===== src/rtl/cnn_pkg.sv =====
// Shared definitions for the CNN datapath blocks.
// Provides default data widths, a constant-evaluable ceil(log2) and small
// helpers describing the size and latency of a KxK multiply-adder tree.
package cnn_pkg;

    localparam int CNN_PIXEL_W  = 8;
    localparam int CNN_WEIGHT_W = 8;
    localparam int CNN_ACC_W    = 32;

    // ceil(log2(v)); returns 0 for v <= 1.
    function automatic int CLOG2(input int v);
        int r;
        r = 0;
        for (int i = 0; i < 31; i++) begin
            if ((32'sd1 <<< i) < v) begin
                r = i + 1;
            end
        end
        return r;
    endfunction

    // Number of elements in a KxK window.
    function automatic int win_size(input int k);
        return k * k;
    endfunction

    // Number of live partial sums at reduction level l of an n-input tree.
    function automatic int tree_count(input int n, input int l);
        return (n + (32'sd1 <<< l) - 32'sd1) >>> l;
    endfunction

    // Edges from window capture to result: one product stage plus adder levels.
    function automatic int tree_latency(input int k);
        return 32'sd1 + CLOG2(k * k);
    endfunction

endpackage


===== src/rtl/mult_adder_tree.sv =====
// One kernel's multiply + pipelined adder reduction.
// Ports:
//   clock, reset      rising-edge clock, asynchronous active-low reset
//   in_valid_i        the window on pixels_i is a real (in-image) window
//   pixels_i          N unsigned pixels, element i at [i*PIXEL_W +: PIXEL_W]
//   weights_i         N signed weights, element i at [i*WEIGHT_W +: WEIGHT_W]
//   out_valid_o       sum_o holds a fresh result
//   sum_o             signed sum, held while out_valid_o is low
// Latency is 1 + CLOG2(N) edges. With CONV2D_STREAM_RELU_EN defined the final
// sum is clamped at zero before it is registered.
module mult_adder_tree
    import cnn_pkg::*;
#(
    parameter int N        = 9,
    parameter int PIXEL_W  = CNN_PIXEL_W,
    parameter int WEIGHT_W = CNN_WEIGHT_W,
    parameter int ACC_W    = CNN_ACC_W
) (
    input  logic                    clock,
    input  logic                    reset,
    input  logic                    in_valid_i,
    input  logic [N*PIXEL_W-1:0]    pixels_i,
    input  logic [N*WEIGHT_W-1:0]   weights_i,
    output logic                    out_valid_o,
    output logic [ACC_W-1:0]        sum_o
);

    localparam int LEVELS = CLOG2(N);
    localparam int PROD_W = PIXEL_W + WEIGHT_W + 1;

    // lvl_*[0] are the products; lvl_*[l] the partial sums of adder level l.
    logic signed [ACC_W-1:0] lvl_d [LEVELS][N];
    logic signed [ACC_W-1:0] lvl_q [LEVELS][N];
    logic signed [ACC_W-1:0] final_s;
    logic        [ACC_W-1:0] sum_d;
    logic        [ACC_W-1:0] sum_q;
    logic        [LEVELS-1:0] vld_q;
    logic                    out_valid_q;

    // Zero-extend the pixel, signed multiply, sign-extend to the accumulator.
    function automatic logic signed [ACC_W-1:0] mul_ext(
        input logic        [PIXEL_W-1:0]  px,
        input logic signed [WEIGHT_W-1:0] w
    );
        logic signed [PIXEL_W:0]  pxs;
        logic signed [PROD_W-1:0] p;
        pxs = {1'b0, px};
        p   = pxs * w;
        return ACC_W'(p);
    endfunction

    // Keeps constant-unrolled indices in range on branches that never fire.
    function automatic int safe_idx(input int j);
        return (j < N) ? j : 0;
    endfunction

    // Products and pairwise reduction; an odd trailing element passes through.
    always_comb begin
        for (int l = 0; l < LEVELS; l++) begin
            for (int i = 0; i < N; i++) begin
                lvl_d[l][i] = '0;
            end
        end
        for (int i = 0; i < N; i++) begin
            lvl_d[0][i] = mul_ext(pixels_i[i*PIXEL_W +: PIXEL_W],
                                  weights_i[i*WEIGHT_W +: WEIGHT_W]);
        end
        for (int l = 1; l < LEVELS; l++) begin
            for (int i = 0; i < N; i++) begin
                if (2 * i + 1 < tree_count(N, l - 1)) begin
                    lvl_d[l][i] = lvl_q[l-1][safe_idx(2 * i)] + lvl_q[l-1][safe_idx(2 * i + 1)];
                end else if (2 * i < tree_count(N, l - 1)) begin
                    lvl_d[l][i] = lvl_q[l-1][safe_idx(2 * i)];
                end else begin
                    lvl_d[l][i] = '0;
                end
            end
        end
        // The last level always holds exactly two partial sums.
        final_s = lvl_q[LEVELS-1][0] + lvl_q[LEVELS-1][1];
`ifdef CONV2D_STREAM_RELU_EN
        if (final_s[ACC_W-1]) begin
            sum_d = '0;
        end else begin
            sum_d = final_s;
        end
`else
        sum_d = final_s;
`endif
    end

    // Pipeline registers; the output register only loads on a valid result.
    always_ff @(posedge clock or negedge reset) begin
        if (!reset) begin
            vld_q       <= '0;
            out_valid_q <= 1'b0;
            sum_q       <= '0;
            for (int l = 0; l < LEVELS; l++) begin
                for (int i = 0; i < N; i++) begin
                    lvl_q[l][i] <= '0;
                end
            end
        end else begin
            vld_q       <= {vld_q[LEVELS-2:0], in_valid_i};
            out_valid_q <= vld_q[LEVELS-1];
            lvl_q       <= lvl_d;
            if (vld_q[LEVELS-1]) begin
                sum_q <= sum_d;
            end else begin
                sum_q <= sum_q;
            end
        end
    end

    assign out_valid_o = out_valid_q;
    assign sum_o       = sum_q;

endmodule


===== src/rtl/conv2d_stream.sv =====
// Streaming KxK 2D convolution over raster-order pixels.
// Ports:
//   clock, reset   rising-edge clock, asynchronous active-low reset
//   pixel_in       unsigned pixel, accepted when pixel_valid is high
//   pixel_valid    accept strobe; low freezes window and position counters
//   sof            with pixel_valid, forces this pixel to position (0,0)
//   kernel         NUM_KERNELS*K*K signed weights, kernel n element r*K+c at
//                  [(n*K*K + r*K + c)*WEIGHT_W +: WEIGHT_W]
//   pixel_out      kernel n result at [n*ACC_W +: ACC_W]
//   out_valid      pixel_out carries a new window result
// Optional macro CONV2D_STREAM_RELU_EN clamps negative results to zero.
module conv2d_stream
    import cnn_pkg::*;
#(
    parameter int PIXEL_W     = CNN_PIXEL_W,
    parameter int WEIGHT_W    = CNN_WEIGHT_W,
    parameter int ACC_W       = CNN_ACC_W,
    parameter int K           = 3,
    parameter int IMG_W       = 8,
    parameter int IMG_H       = 8,
    parameter int NUM_KERNELS = 2
) (
    input  logic                                  clock,
    input  logic                                  reset,
    input  logic [PIXEL_W-1:0]                    pixel_in,
    input  logic                                  pixel_valid,
    input  logic                                  sof,
    input  logic [NUM_KERNELS*K*K*WEIGHT_W-1:0]   kernel,
    output logic [NUM_KERNELS*ACC_W-1:0]          pixel_out,
    output logic                                  out_valid
);

    localparam int WIN_N = win_size(K);
    localparam int CW    = CLOG2(IMG_W);
    localparam int RW    = CLOG2(IMG_H);

    logic [CW-1:0]      col_q, col_d, cur_col_s;
    logic [RW-1:0]      row_q, row_d, cur_row_s;
    logic               win_ok_s;
    logic               win_valid_q;
    logic [PIXEL_W-1:0] lb_q  [K-1][IMG_W];
    logic [PIXEL_W-1:0] win_q [K][K];
    logic [PIXEL_W-1:0] col_new_s [K];
    logic [WIN_N*PIXEL_W-1:0] win_flat_s;

    // Position of the pixel being accepted, its successor, and window validity.
    always_comb begin
        if (sof) begin
            cur_col_s = '0;
            cur_row_s = '0;
        end else begin
            cur_col_s = col_q;
            cur_row_s = row_q;
        end
        if (cur_col_s == CW'(IMG_W - 1)) begin
            col_d = '0;
            if (cur_row_s == RW'(IMG_H - 1)) begin
                row_d = '0;
            end else begin
                row_d = cur_row_s + RW'(1);
            end
        end else begin
            col_d = cur_col_s + CW'(1);
            row_d = cur_row_s;
        end
        // Only windows lying entirely inside the image (no row/col wrap).
        win_ok_s = (cur_row_s >= RW'(K - 1)) && (cur_col_s >= CW'(K - 1));
    end

    // Row/column position counters.
    always_ff @(posedge clock or negedge reset) begin
        if (!reset) begin
            col_q <= '0;
            row_q <= '0;
        end else if (pixel_valid) begin
            col_q <= col_d;
            row_q <= row_d;
        end else begin
            col_q <= col_q;
            row_q <= row_q;
        end
    end

    // Incoming column: row K-1 is the new pixel, older rows come out of the
    // line buffers (buffer j delays by j+1 image rows).
    always_comb begin
        for (int r = 0; r < K; r++) begin
            col_new_s[r] = '0;
        end
        col_new_s[K-1] = pixel_in;
        for (int r = 0; r < K - 1; r++) begin
            col_new_s[r] = lb_q[K-2-r][IMG_W-1];
        end
    end

    // Line buffers and window shift together on every accepted pixel.
    always_ff @(posedge clock or negedge reset) begin
        if (!reset) begin
            for (int j = 0; j < K - 1; j++) begin
                for (int x = 0; x < IMG_W; x++) begin
                    lb_q[j][x] <= '0;
                end
            end
            for (int r = 0; r < K; r++) begin
                for (int c = 0; c < K; c++) begin
                    win_q[r][c] <= '0;
                end
            end
        end else if (pixel_valid) begin
            for (int j = 0; j < K - 1; j++) begin
                for (int x = IMG_W - 1; x > 0; x--) begin
                    lb_q[j][x] <= lb_q[j][x-1];
                end
                lb_q[j][0] <= (j == 0) ? pixel_in : lb_q[(j == 0) ? 0 : j - 1][IMG_W-1];
            end
            for (int r = 0; r < K; r++) begin
                for (int c = 0; c < K - 1; c++) begin
                    win_q[r][c] <= win_q[r][c+1];
                end
                win_q[r][K-1] <= col_new_s[r];
            end
        end else begin
            win_q <= win_q;
            lb_q  <= lb_q;
        end
    end

    // Validity of the window now sitting in win_q; bubbles enter as zero.
    always_ff @(posedge clock or negedge reset) begin
        if (!reset) begin
            win_valid_q <= 1'b0;
        end else begin
            win_valid_q <= pixel_valid & win_ok_s;
        end
    end

    // Flatten the window into tree element order i = r*K + c.
    always_comb begin
        win_flat_s = '0;
        for (int r = 0; r < K; r++) begin
            for (int c = 0; c < K; c++) begin
                win_flat_s[(r*K+c)*PIXEL_W +: PIXEL_W] = win_q[r][c];
            end
        end
    end

    // All trees run in lockstep, so tree 0's valid speaks for every kernel.
    for (genvar n = 0; n < NUM_KERNELS; n++) begin : g_tree
        if (n == 0) begin : g_lead
            mult_adder_tree #(
                .N(WIN_N), .PIXEL_W(PIXEL_W), .WEIGHT_W(WEIGHT_W), .ACC_W(ACC_W)
            ) u_tree (
                .clock       (clock),
                .reset       (reset),
                .in_valid_i  (win_valid_q),
                .pixels_i    (win_flat_s),
                .weights_i   (kernel[n*WIN_N*WEIGHT_W +: WIN_N*WEIGHT_W]),
                .out_valid_o (out_valid),
                .sum_o       (pixel_out[n*ACC_W +: ACC_W])
            );
        end else begin : g_follow
            mult_adder_tree #(
                .N(WIN_N), .PIXEL_W(PIXEL_W), .WEIGHT_W(WEIGHT_W), .ACC_W(ACC_W)
            ) u_tree (
                .clock       (clock),
                .reset       (reset),
                .in_valid_i  (win_valid_q),
                .pixels_i    (win_flat_s),
                .weights_i   (kernel[n*WIN_N*WEIGHT_W +: WIN_N*WEIGHT_W]),
                .out_valid_o (),
                .sum_o       (pixel_out[n*ACC_W +: ACC_W])
            );
        end
    end

endmodule


===== config.mk =====
export PLATFORM = sky130hd
export DESIGN_NAME = conv2d_stream
export DESIGN_NICKNAME = d
export VERILOG_FILES = /design/src/rtl/cnn_pkg.sv /design/src/rtl/mult_adder_tree.sv /design/src/rtl/conv2d_stream.sv
export SDC_FILE = /design/constraint.sdc
export NUM_CORES = 2
export LEC_CHECK = 0
export ABC_AREA = 0
export CAP_MARGIN = 25
export CORE_AREA = 5 5 359 361
export CTS_BUF_LIST = sky130_fd_sc_hd__clkbuf_8
export CTS_CLUSTER_SIZE = 12
export DETAILED_ROUTE_END_ITERATION = 7
export DIE_AREA = 0 0 364 366
export HOLD_SLACK_MARGIN = 0.15
export PLACE_DENSITY = 0.84
export SLEW_MARGIN = 10
export SYNTH_ARGS = -nofsm -noshare
export SYNTH_HDL_FRONTEND = slang
export SYNTH_SLANG_ARGS = --single-unit

===== constraint.sdc =====
create_clock -name clock -period 8.9 [get_ports clock]
set_input_delay 1.78 -clock clock [delete_from_list [all_inputs] [get_ports clock]]
set_output_delay 1.78 -clock clock [all_outputs]
set_load 0.05 [all_outputs]

==> results.yml <==
floorplanning:
  ios: 221
  fp.dieArea_um2: 133000
  rows: 130
  core_area_um2: 125000
  initial_utilization: 0.655
  die_x_um: 364
  die_h_um: 366
worst_setup_path:
  crit_slowest_cell: "clkdlybuf4s50_1"
  path_class: "in -> reg"
  critical_path.max_fanout: 6
  rr_worst_depth: 17
  start_kind: "primary input"
  path_cells: "clkdlybuf4s50_1 > inv_1 > fa_1 > fa_1 > inv_1 > fa_1 > inv_1 > fa_1 > inv_1 > ha_1 > inv_1 > o21ai_0 > a21oi_1 > o21ai_0 > a41oi_1 > nor2b_1 > xnor2_1"
  endpoint_kind: "flip-flop"
  crit_arrival_ns: 6.50
  slowest_delay_ns: 0.69
  path_buf_inv: 6
  cp.required_ns: 9.62
  r2r-end: "g_tree[1].g_follow.u_tree.lvl_q[912]$_DFF_PN0_"
  crit_family: "adder cells"
  r2r-start: "win_flat_s[61]$_DFFE_PN0P_"
  crit_top_cell: "inv_1"
  path_depth: 17
  reg2reg_slack_ns: 3.88
yosys:
  synth_adder_area_share: 0.336
  yosys.area_share.simple: 0.140
  synth_cell_types: 81
  avgSynthCellArea_um2: 10.1
  ys_seq_elements: 972
  yosys.area.top_type: "dfrtp_1"
  synth_seq_area_share: 0.297
  synth_area_um2: 82000
  syn_inst: 8108
  synth_edf_count: 0
  yosysTopAreaCellShare: 0.297
  yosys_warnings: 0
  synth.area.mux_share: 0.0280
  async_flop_share: 1.00
  synthFlopType: "dfrtp_1"
  synth_nets: 10100
  synth_top_family_by_area: "adder cells"
  synthTopCellsByArea: "dfrtp_1, ha_1, fa_1"
  synthXorXnorAreaFrac: 0.0494
  synth_compound_gate_area_share: 0.0888
sta:
  slew_headroom: 0.320
  fin_setup_tns_ns: 0
  finClkSkew_ns: 0.0545
  hold_viol: 0
  hold_ws_ns: 0.345
  finalCriticalPeriod_ns: 5.79
  fmaxAchievable_ghz: 0.173
  tightestPinTransition_ns: 1.02
  setup_viol: 0
  rsz0062_at_grt: "no"
  fin_crit_sh: 0.650
  maxSlewViolCount: 0
clock_tree:
  clk_pin_slew_worst_paths_ns: 0.06
  cts-resized-gates: 0
  htreeDepth: 4
  numCtsBuffers: 162
  cts_hold_buffers: 0
  cts_setup_buffers: 0
  cts.sinks: 972
  clock-root-buffer: "clkbuf_8"
  cts_tree: "yes"
  clk_latency_ns: 0.89
  clockBufferDepth: 3
layout:
  nFillCells: 8747
  multiInputGateArea_um2: 52600
  final_cell_mix: "inv_1, ha_1, dfrtp_1, and2_1, fa_1"
  regArea_um2: 24300
  area_growth_pct: 9.19
  final_nets: 10300
  drive_above_1_share: 0.0628
  final_common_cell: "inv_1"
global_routing:
  grt_pass1_wl_mm: 308
  grt_remaining_overflow: 0
  grt_max_degree: 186
  grtUsageTotal: 0.285
  antenna_found_initial: 30
  first_global_vias: 60700
detailed_routing:
  drt_wl_total_mm: 187
  avgViaCountPerCell: 5.72
  drt_iter0_markers: 3985
  drc: 0
  num_vias: 58100
  wire_per_inst_um: 18.4
  ant_nets: 0
  dr.pass1.iters: 6
hold_path:
  hold-path-cell-count: 0
  hold_class: "reg -> reg"
  min_from: "g_tree[1].g_follow.u_tree.lvl_d[224]$_DFF_PN0_"
  min_to: "g_tree[1].g_follow.u_tree.lvl_q[224]$_DFF_PN0_"
flow_run:
  cap_viol_max_count: 0
placed_design:
  finalWeightedCongestion: 0.913
  dp_hpwl_mm: 145
  portBuffers: 220
outcome:
  status: "finished clean"
-- kinds of logic after synthesis --
kind of cell	Yosys count
flops	972
xor+xnor	462
buf+inv	1330
compound gates	1115
mux	204
fa+ha+maj	1793
simple gates	2232
-- worst max path at each step --
stage / startpoint / to / slack, ns
6_report: kernel[127] / g_tree[1].g_follow.u_tree.lvl_q[941]$_DFF_PN0_ / 3.11
5_1_grt: kernel[58] / g_tree[0].g_lead.u_tree.lvl_q[912]$_DFF_PN0_ / 2.87
4_1_cts: kernel[58] / g_tree[0].g_lead.u_tree.lvl_q[912]$_DFF_PN0_ / 3.26
3_3_place_gp: kernel[135] / g_tree[1].g_follow.u_tree.lvl_q[912]$_DFF_PN0_ / 2.43
2_1_floorplan: kernel[130] / g_tree[1].g_follow.u_tree.lvl_q[912]$_DFF_PN0_ / 3.23
3_5_place_dp: kernel[63] / g_tree[0].g_lead.u_tree.lvl_q[912]$_DFF_PN0_ / 2.34
-- worst register-to-register path, cell delays in order (launching register included) --
cell	delay, ns
dfrtp_1	0.63
and2_1	0.32
fa_1	0.53
inv_1	0.05
fa_1	0.53
inv_1	0.05
fa_1	0.50
inv_1	0.05
fa_1	0.48
inv_1	0.05
ha_1	0.31
o21ai_0	0.13
a21boi_0	0.15
o21ai_0	0.23
a21oi_1	0.13
a41o_1	0.27
o41a_1	0.33
xnor2_1	0.14
-- state kept, by name, indices dropped and copies added (netlist names) --
signal,cells
g_tree.g_follow.u_tree.lvl_d,51
g_tree.g_lead.u_tree.lvl_q,321
lb_q,64
g_tree.g_follow.u_tree.sum_o,32
g_tree.g_follow.u_tree.vld_q,3
row_q,3
g_tree.g_follow.u_tree.lvl_q,321
g_tree.g_lead.u_tree.lvl_d,51
col_new_s,16
win_valid_q,1
col_q,3
g_tree.g_lead.u_tree.out_valid_o,1
win_flat_s,72
g_tree.g_lead.u_tree.sum_o,32
g_tree.g_lead.u_tree.vld_q,1
-- Yosys cell counts (13+ instances only) --
library cell  count
nor2_1          390
nor3_1          100
xnor2_1         358
a21o_1          124
inv_1          1183
dfrtp_1         972
fa_1            682
nand4_1          23
nand2b_1        115
o311a_1          13
a211oi_1         24
and2_1          742
o21ai_0         238
o21a_1           48
ha_1           1111
a41oi_1          19
clkbuf_1        141
o21bai_1         37
xor2_1          104
a21oi_1         314
a31oi_1          46
mux2_2          201
o31ai_1          34
a21boi_0         47
or2_2            25
or3_1            42
o211ai_1         24
o41ai_1          20
nand2_1         534
nand3_1          88
nor2b_1          97
and3_1           37
-- metrics by stage --
step / worst slack [ns] / instances / instance area [um2] / utilization
3_5_place_dp: 2.34 / 9844 / 85800 / 0.686
3_3_place_gp: 2.43 / 9844 / 85800 / 0.686
6_report: 3.11 / 10200 / 89500 / 0.716
2_1_floorplan: 3.23 / 8108 / 82000 / -
4_1_cts: 3.26 / 10100 / 89400 / 0.715
5_1_grt: 2.87 / 10200 / 89500 / 0.715
-- cell type report --
type                            instances  share of cell area
Clock buffer                          195              0.0300
Timing Repair Buffer                  232              0.0264
Tap cell                             1650              0.0231
Antenna cell                           22            0.000615
Multi-Input combinational cell       5806               0.588
Sequential cell                       972               0.272
Clock inverter                        102              0.0103
Inverter                             1184              0.0497
-- metal layers --
| layer | part of all wire | track usage |
|---|---|---|
| met1 | 0.43 | 0.388 |
| met2 | 0.48 | 0.472 |
| met3 | 0.058 | 0.0430 |
| met4 | 0.032 | 0.0986 |
| met5 | 0.00012 | 0 |
Power is left out: the tool's default activity adds up to more than one toggle a clock period on the data nets, which glitch-free logic cannot reach.
